<file path="src/rtl/serial_receiver.sv">
// Async serial receiver: start(0), 8 data bits MSB first, stop(1); byte delivered on valid/ack.
// Define RX_SYNC_EN to pass RxD through a 2-flop synchroniser (adds 2 cycles of latency).
module serial_receiver #(
  parameter int unsigned CLKS_PER_BIT = 1
) (
  input  logic       clks,
  input  logic       resets,
  input  logic       RxD,
  input  logic       rx_ack,
  output logic [7:0] char_received,
  output logic       rx_valid,
  output logic       frame_err,
  output logic       overrun,
  output logic       busy
);

  localparam int unsigned HALF  = CLKS_PER_BIT / 2;
  localparam int unsigned CNT_W = (CLKS_PER_BIT > 1) ? $clog2(CLKS_PER_BIT) : 1;
  localparam logic [CNT_W-1:0] CNT_RELOAD = CNT_W'(CLKS_PER_BIT - 1);
  localparam logic [CNT_W-1:0] CNT_HALF   = CNT_W'((HALF > 0) ? HALF - 1 : 0);
  localparam bit SKIP_START = (HALF == 0);

  typedef enum logic [2:0] {
    S_IDLE  = 3'd0,
    S_START = 3'd1,
    S_DATA  = 3'd2,
    S_STOP  = 3'd3,
    S_BRK   = 3'd4
  } state_t;

  state_t           state_q, state_d;
  logic [CNT_W-1:0] cnt_q, cnt_d;
  logic [2:0]       bit_idx_q, bit_idx_d;
  logic [7:0]       shreg_q, shreg_d;
  logic [7:0]       char_d;
  logic             valid_d, frame_err_d, overrun_d, busy_d;
  logic             rx_s;
  logic             cnt_zero;

`ifdef RX_SYNC_EN
  logic [1:0] sync_q;

  // Two-flop synchroniser, reset to the idle line level.
  always_ff @(posedge clks or negedge resets) begin
    if (!resets) sync_q <= 2'b11;
    else         sync_q <= {sync_q[0], RxD};
  end

  assign rx_s = sync_q[1];
`else
  assign rx_s = RxD;
`endif

  assign cnt_zero = (cnt_q == '0);

  // State register.
  always_ff @(posedge clks or negedge resets) begin
    if (!resets) state_q <= S_IDLE;
    else         state_q <= state_d;
  end

  // Next-state logic.
  always_comb begin
    state_d = state_q;
    unique case (state_q)
      S_IDLE: begin
        if (!rx_s) state_d = SKIP_START ? S_DATA : S_START;
      end
      S_START: begin
        if (cnt_zero) state_d = rx_s ? S_IDLE : S_DATA;
      end
      S_DATA: begin
        if (cnt_zero && (bit_idx_q == 3'd7)) state_d = S_STOP;
      end
      S_STOP: begin
        if (cnt_zero) state_d = rx_s ? S_IDLE : S_BRK;
      end
      S_BRK: begin
        if (rx_s) state_d = S_IDLE;
      end
      default: state_d = S_IDLE;
    endcase
  end

  // Datapath and output next values; a held-low line parks in S_BRK rather than decoding 0x00.
  always_comb begin
    cnt_d       = cnt_q;
    bit_idx_d   = bit_idx_q;
    shreg_d     = shreg_q;
    char_d      = char_received;
    valid_d     = (rx_valid && rx_ack) ? 1'b0 : rx_valid;
    frame_err_d = 1'b0;
    overrun_d   = overrun;
    busy_d      = (state_d != S_IDLE);
    unique case (state_q)
      S_IDLE: begin
        if (!rx_s) begin
          cnt_d     = SKIP_START ? CNT_RELOAD : CNT_HALF;
          bit_idx_d = 3'd0;
        end
      end
      S_START: begin
        if (!cnt_zero) begin
          cnt_d = cnt_q - CNT_W'(1);
        end else if (!rx_s) begin
          cnt_d     = CNT_RELOAD;
          bit_idx_d = 3'd0;
        end
      end
      S_DATA: begin
        if (!cnt_zero) begin
          cnt_d = cnt_q - CNT_W'(1);
        end else begin
          shreg_d   = {shreg_q[6:0], rx_s};
          bit_idx_d = bit_idx_q + 3'd1;
          cnt_d     = CNT_RELOAD;
        end
      end
      S_STOP: begin
        if (!cnt_zero) begin
          cnt_d = cnt_q - CNT_W'(1);
        end else if (rx_s) begin
          if (!rx_valid || rx_ack) begin
            char_d  = shreg_q;
            valid_d = 1'b1;
          end else begin
            overrun_d = 1'b1;
          end
        end else begin
          frame_err_d = 1'b1;
        end
      end
      S_BRK: begin
        cnt_d = cnt_q;
      end
      default: begin
        cnt_d     = '0;
        bit_idx_d = 3'd0;
      end
    endcase
  end

  // Datapath and output registers.
  always_ff @(posedge clks or negedge resets) begin
    if (!resets) begin
      cnt_q         <= '0;
      bit_idx_q     <= 3'd0;
      shreg_q       <= 8'h00;
      char_received <= 8'h00;
      rx_valid      <= 1'b0;
      frame_err     <= 1'b0;
      overrun       <= 1'b0;
      busy          <= 1'b0;
    end else begin
      cnt_q         <= cnt_d;
      bit_idx_q     <= bit_idx_d;
      shreg_q       <= shreg_d;
      char_received <= char_d;
      rx_valid      <= valid_d;
      frame_err     <= frame_err_d;
      overrun       <= overrun_d;
      busy          <= busy_d;
    end
  end

endmodule

</file>
<file path="config.mk">
export PLATFORM = sky130hd
export DESIGN_NAME = serial_receiver
export DESIGN_NICKNAME = d
export VERILOG_FILES = /design/src/rtl/serial_receiver.sv
export SDC_FILE = /design/constraint.sdc
export NUM_CORES = 1
export LEC_CHECK = 0
export BUFFER_PORTS_ARGS = -buffer_cell sky130_fd_sc_hd__buf_2
export CORE_MARGIN = 2
export CORE_UTILIZATION = 45
export DETAILED_ROUTE_END_ITERATION = 8
export PLACE_DENSITY = 0.64
export SETUP_SLACK_MARGIN = 0.02
export SLEW_MARGIN = 10
export SYNTH_ARGS = -nofsm -noshare
export SYNTH_HDL_FRONTEND = slang
export SYNTH_SLANG_ARGS = --single-unit
</file>
<file path="constraint.sdc">
create_clock -name clks -period 1.8 [get_ports clks]
set_input_delay 0.27 -clock clks [delete_from_list [all_inputs] [get_ports clks]]
set_output_delay 0.27 -clock clks [all_outputs]
set_load 0.005 [all_outputs]
</file>
==> qor.tcl <==
set qor(clock_insertion_delay_worst_skew_ns) 0.32
set qor(dr.first_iter.drc_count) 2
set qor(mappedNetlistArea_mm2) 0.001081
set qor(drt-wirelength-per-cell_um) 13.53
set qor(portBuffers) 15
set qor(path_class) {flop to flop}
set qor(antenna_violations_before_repair) 0
set qor(synth_largest_area_cell) {sky130_fd_sc_hd__dfrtp_1}
set qor(synth_seq_area_share_pct) 60.19
set qor(timing_max_transition_violations_final) 0
set qor(endpoint_kind) {flop}
set qor(clock_path_buffers) 2
set qor(standby_leakage_power_nw) 0.6121
set qor(worstMarginPinSlew_ns) 0.5502
set qor(grt_first_pass_wirelength_mm) 2.608
set qor(crit_required_ns) 2.01
set qor(clock_tree_from_tritoncts) {built}
set qor(syn-num-nets) 73
set qor(fin_cells) 115
set qor(ys.warnings.count) 0
set qor(critPathSlowestCell) {sky130_fd_sc_hd__dfrtp_1}
set qor(cts.reportedPaths.clkPinSlew_ns) 0.13
set qor(num-nets-final) 94
set qor(peak_ir_drop_on_the_vdd_network_uv) 877.7
set qor(die_width_um) 53.02
set qor(fp.dieH_um) 53.02
set qor(io_pins) 16
set qor(postSynthRegisterBits) 26
set qor(post_synth.cell_area_avg_um2) 16.13
set qor(detail_route.vias_per_cell) 4.939
set qor(layout_common_cells) {26 x sky130_fd_sc_hd__dfrtp_1, 15 x sky130_fd_sc_hd__buf_2, 14 x sky130_fd_sc_hd__mux2_4}
set qor(drt-pass1-iter-count) 4
set qor(cts_inserted_buffers) 3
set qor(placeableCoreArea_mm2) 0.002233
set qor(vias) 568
set qor(setup.worst_path.start_class) {flop}
set qor(cpPeakStageDelay_ns) 0.46
set qor(cap_viol_max_count) 0
set qor(synthCells) 67
set qor(setup_viol) 0
set qor(place.detailed.hpwl_mm) 1.084
set qor(cts_repair_resize_count) 0
set qor(synth_top_cells_by_area) {sky130_fd_sc_hd__dfrtp_1 60%, sky130_fd_sc_hd__mux2_4 19%, sky130_fd_sc_hd__mux2_2 3.1%}
set qor(grt.total_usage_pct) 13.50
set qor(cts_sinks) 26
set qor(utilization_pct) 55.80
set qor(antennaDiodeCount) 0
set qor(report.power.total_mw) 2.256
set qor(most_common_cell_after_layout_fill_and_taps_aside) {sky130_fd_sc_hd__dfrtp_1}
set qor(detail-route-antenna-nets) 0
set qor(critical_path.n_buffers_inverters) 1
set qor(post-place-ws_ns) 0.3426
set qor(die_area_mm2) 0.002811
set qor(worstHoldPathType) {primary input to flop}
set qor(max-slew-margin-rel_pct) 63.32
set qor(gp_congestion) 0.6851
set qor(cts-htree-levels) 1
set qor(first_global_vias) 577
set qor(timing.final.crit_share_pct) 81.33
set qor(routed_wl_mm) 1.556
set qor(cts-root-buf) {sky130_fd_sc_hd__clkbuf_4}
set qor(post-route-drc-count) 0
set qor(power.density_cell_area_mw_per_mm2) 1810
set qor(area_grow_syn2layout_pct) 15.28
set qor(crit_arrival_ns) 1.68
set qor(status) {complete, no violations}
set qor(final_layout_size_suffix_gt1_share_pct) 45.98
set qor(hold_viol_final) 0
set qor(grt_max_degree) 27
set qor(netlist.area_leader.share_pct) 60.19
set qor(floorplan.initialDensity_pct) 48.40
set qor(timing.critical_path.cells) {nand4b_1 > nor2b_2 > buf_4 > mux2_4}
set qor(critPathTopFamily) {flip-flops}
set qor(placementRows) 17
set qor(netlist-cell-type-count) 21
set qor(setup_tns_ns) 0
set qor(fin_ws_ns) 0.3361
set qor(clock_skew_ns) 0.008935
set qor(finalWorstPathRequiredPeriod_ns) 1.464
set qor(grt_remaining_overflow) 0
set qor(dpl.cell_count) 110
set qor(rsz0062_at_grt) {false}
set qor(crit_path_max_fanout) 8
set qor(max_freq_mhz) 683.1
-- path summary, 6_finish.rpt --
kind / start / endpoint / cells after the start / slack [ns]
worst max-delay path: state_q[2]$_DFF_PN0_ / char_received[7]$_DFFE_PN0P_ / 4 / 0.34
worst min-delay path: RxD / frame_err$_DFF_PN0_ / 2 / 0.17
worst max register to register: state_q[2]$_DFF_PN0_ / char_received[7]$_DFFE_PN0P_ / 4 / 0.34
worst min register to register: overrun$_DFFE_PN0P_ / overrun$_DFFE_PN0P_ / 1 / 0.50
max in group asynchronous: resets / busy$_DFF_PN0_ / 2 / 0.98
min in group asynchronous: resets / shreg_q[6]$_DFFE_PN0P_ / 2 / 0.45
-- per-stage QoR --
stage / cell area [µm²] / hold WS (ns)
finish: 1246 / 0.1722
global route: 1246 / 0.1611
CTS: 1246 / 0.1545
detailed placement: 1184 / 0.2945
global placement: 1184 / 0.2891
floorplan: 1081 / -0.02559
-- cells in the mapped netlist --
library cell and n:
sky130_fd_sc_hd__dfrtp_1 26, sky130_fd_sc_hd__mux2_4 14, sky130_fd_sc_hd__mux2_2 3, sky130_fd_sc_hd__nor2_1 3, sky130_fd_sc_hd__a22o_1 2, sky130_fd_sc_hd__buf_6 2
sky130_fd_sc_hd__ha_1 2, sky130_fd_sc_hd__nand2b_1 2, sky130_fd_sc_hd__a211oi_1 1, sky130_fd_sc_hd__a21oi_1 1, sky130_fd_sc_hd__and2_1 1, sky130_fd_sc_hd__nand2_1 1
sky130_fd_sc_hd__nand3b_1 1, sky130_fd_sc_hd__nand4b_1 1, sky130_fd_sc_hd__nor2b_1 1, sky130_fd_sc_hd__nor2b_2 1, sky130_fd_sc_hd__nor3b_2 1, sky130_fd_sc_hd__o21bai_1 1
sky130_fd_sc_hd__o32ai_1 1, sky130_fd_sc_hd__or2_1 1, sky130_fd_sc_hd__or3b_1 1
-- state kept, by name, indices dropped and copies added (netlist names) --
| signal | count |
|---|---|
| state_q | 3 |
| rx_valid | 1 |
| frame_err | 1 |
| char_received | 8 |
| bit_idx_q | 3 |
| overrun | 1 |
| shreg_q | 8 |
| busy | 1 |
-- worst reg2reg max path, cell delays in order, from the launching register on --
cell                       delay, ns
sky130_fd_sc_hd__dfrtp_1        0.46
sky130_fd_sc_hd__nand4b_1       0.26
sky130_fd_sc_hd__nor2b_2        0.14
sky130_fd_sc_hd__buf_4          0.20
sky130_fd_sc_hd__mux2_4         0.31
-- timing repair --
| action | 4_1_cts | 5_1_grt |
|---|---|---|
| buffers inserted | 0 | 0 |
| hold buffers | 1 | 0 |
| endpoints found under the hold margin | 26 | 0 |
-- where the power goes --
part / internal [mW] / switching [mW] / total (mW)
clock network: 0.225 / 0.171 / 0.396
logic: 0.560 / 0.282 / 0.842
registers: 0.843 / 0.175 / 1.02
total: 1.63 / 0.627 / 2.26
-- area by class of cell --
class                      count  area (µm²)
fill                         183       987.2
sequential                    26       650.6
multi-input combinational     39       407.9
timing repair buffer          18       100.1
tap                           28       35.03
clock inverter                 1       30.03
clock buffer                   3       22.52
-- metal layers --
layer	wire, µm	track usage, %	vias to the layer above
met3	39	3.390	4
met5	0	0	-
met2	748	20.83	8
met1	739	17.67	281
met4	29	6.410	0
li1	-	-	275
-- cells by family (layout without fill, tap and decap cells) --
logic type	Yosys count	in the layout	synth area share [%]
AO/OA/AOI/OAI	6	6	4.283
multiplexers	17	17	22.57
flip-flops	26	26	60.18
adder cells (fa/ha/maj)	2	2	2.314
AND/OR/NAND/NOR	14	14	8.566
buffers and inverters	2	22	2.083
Power figures use the tool's default switching activity.
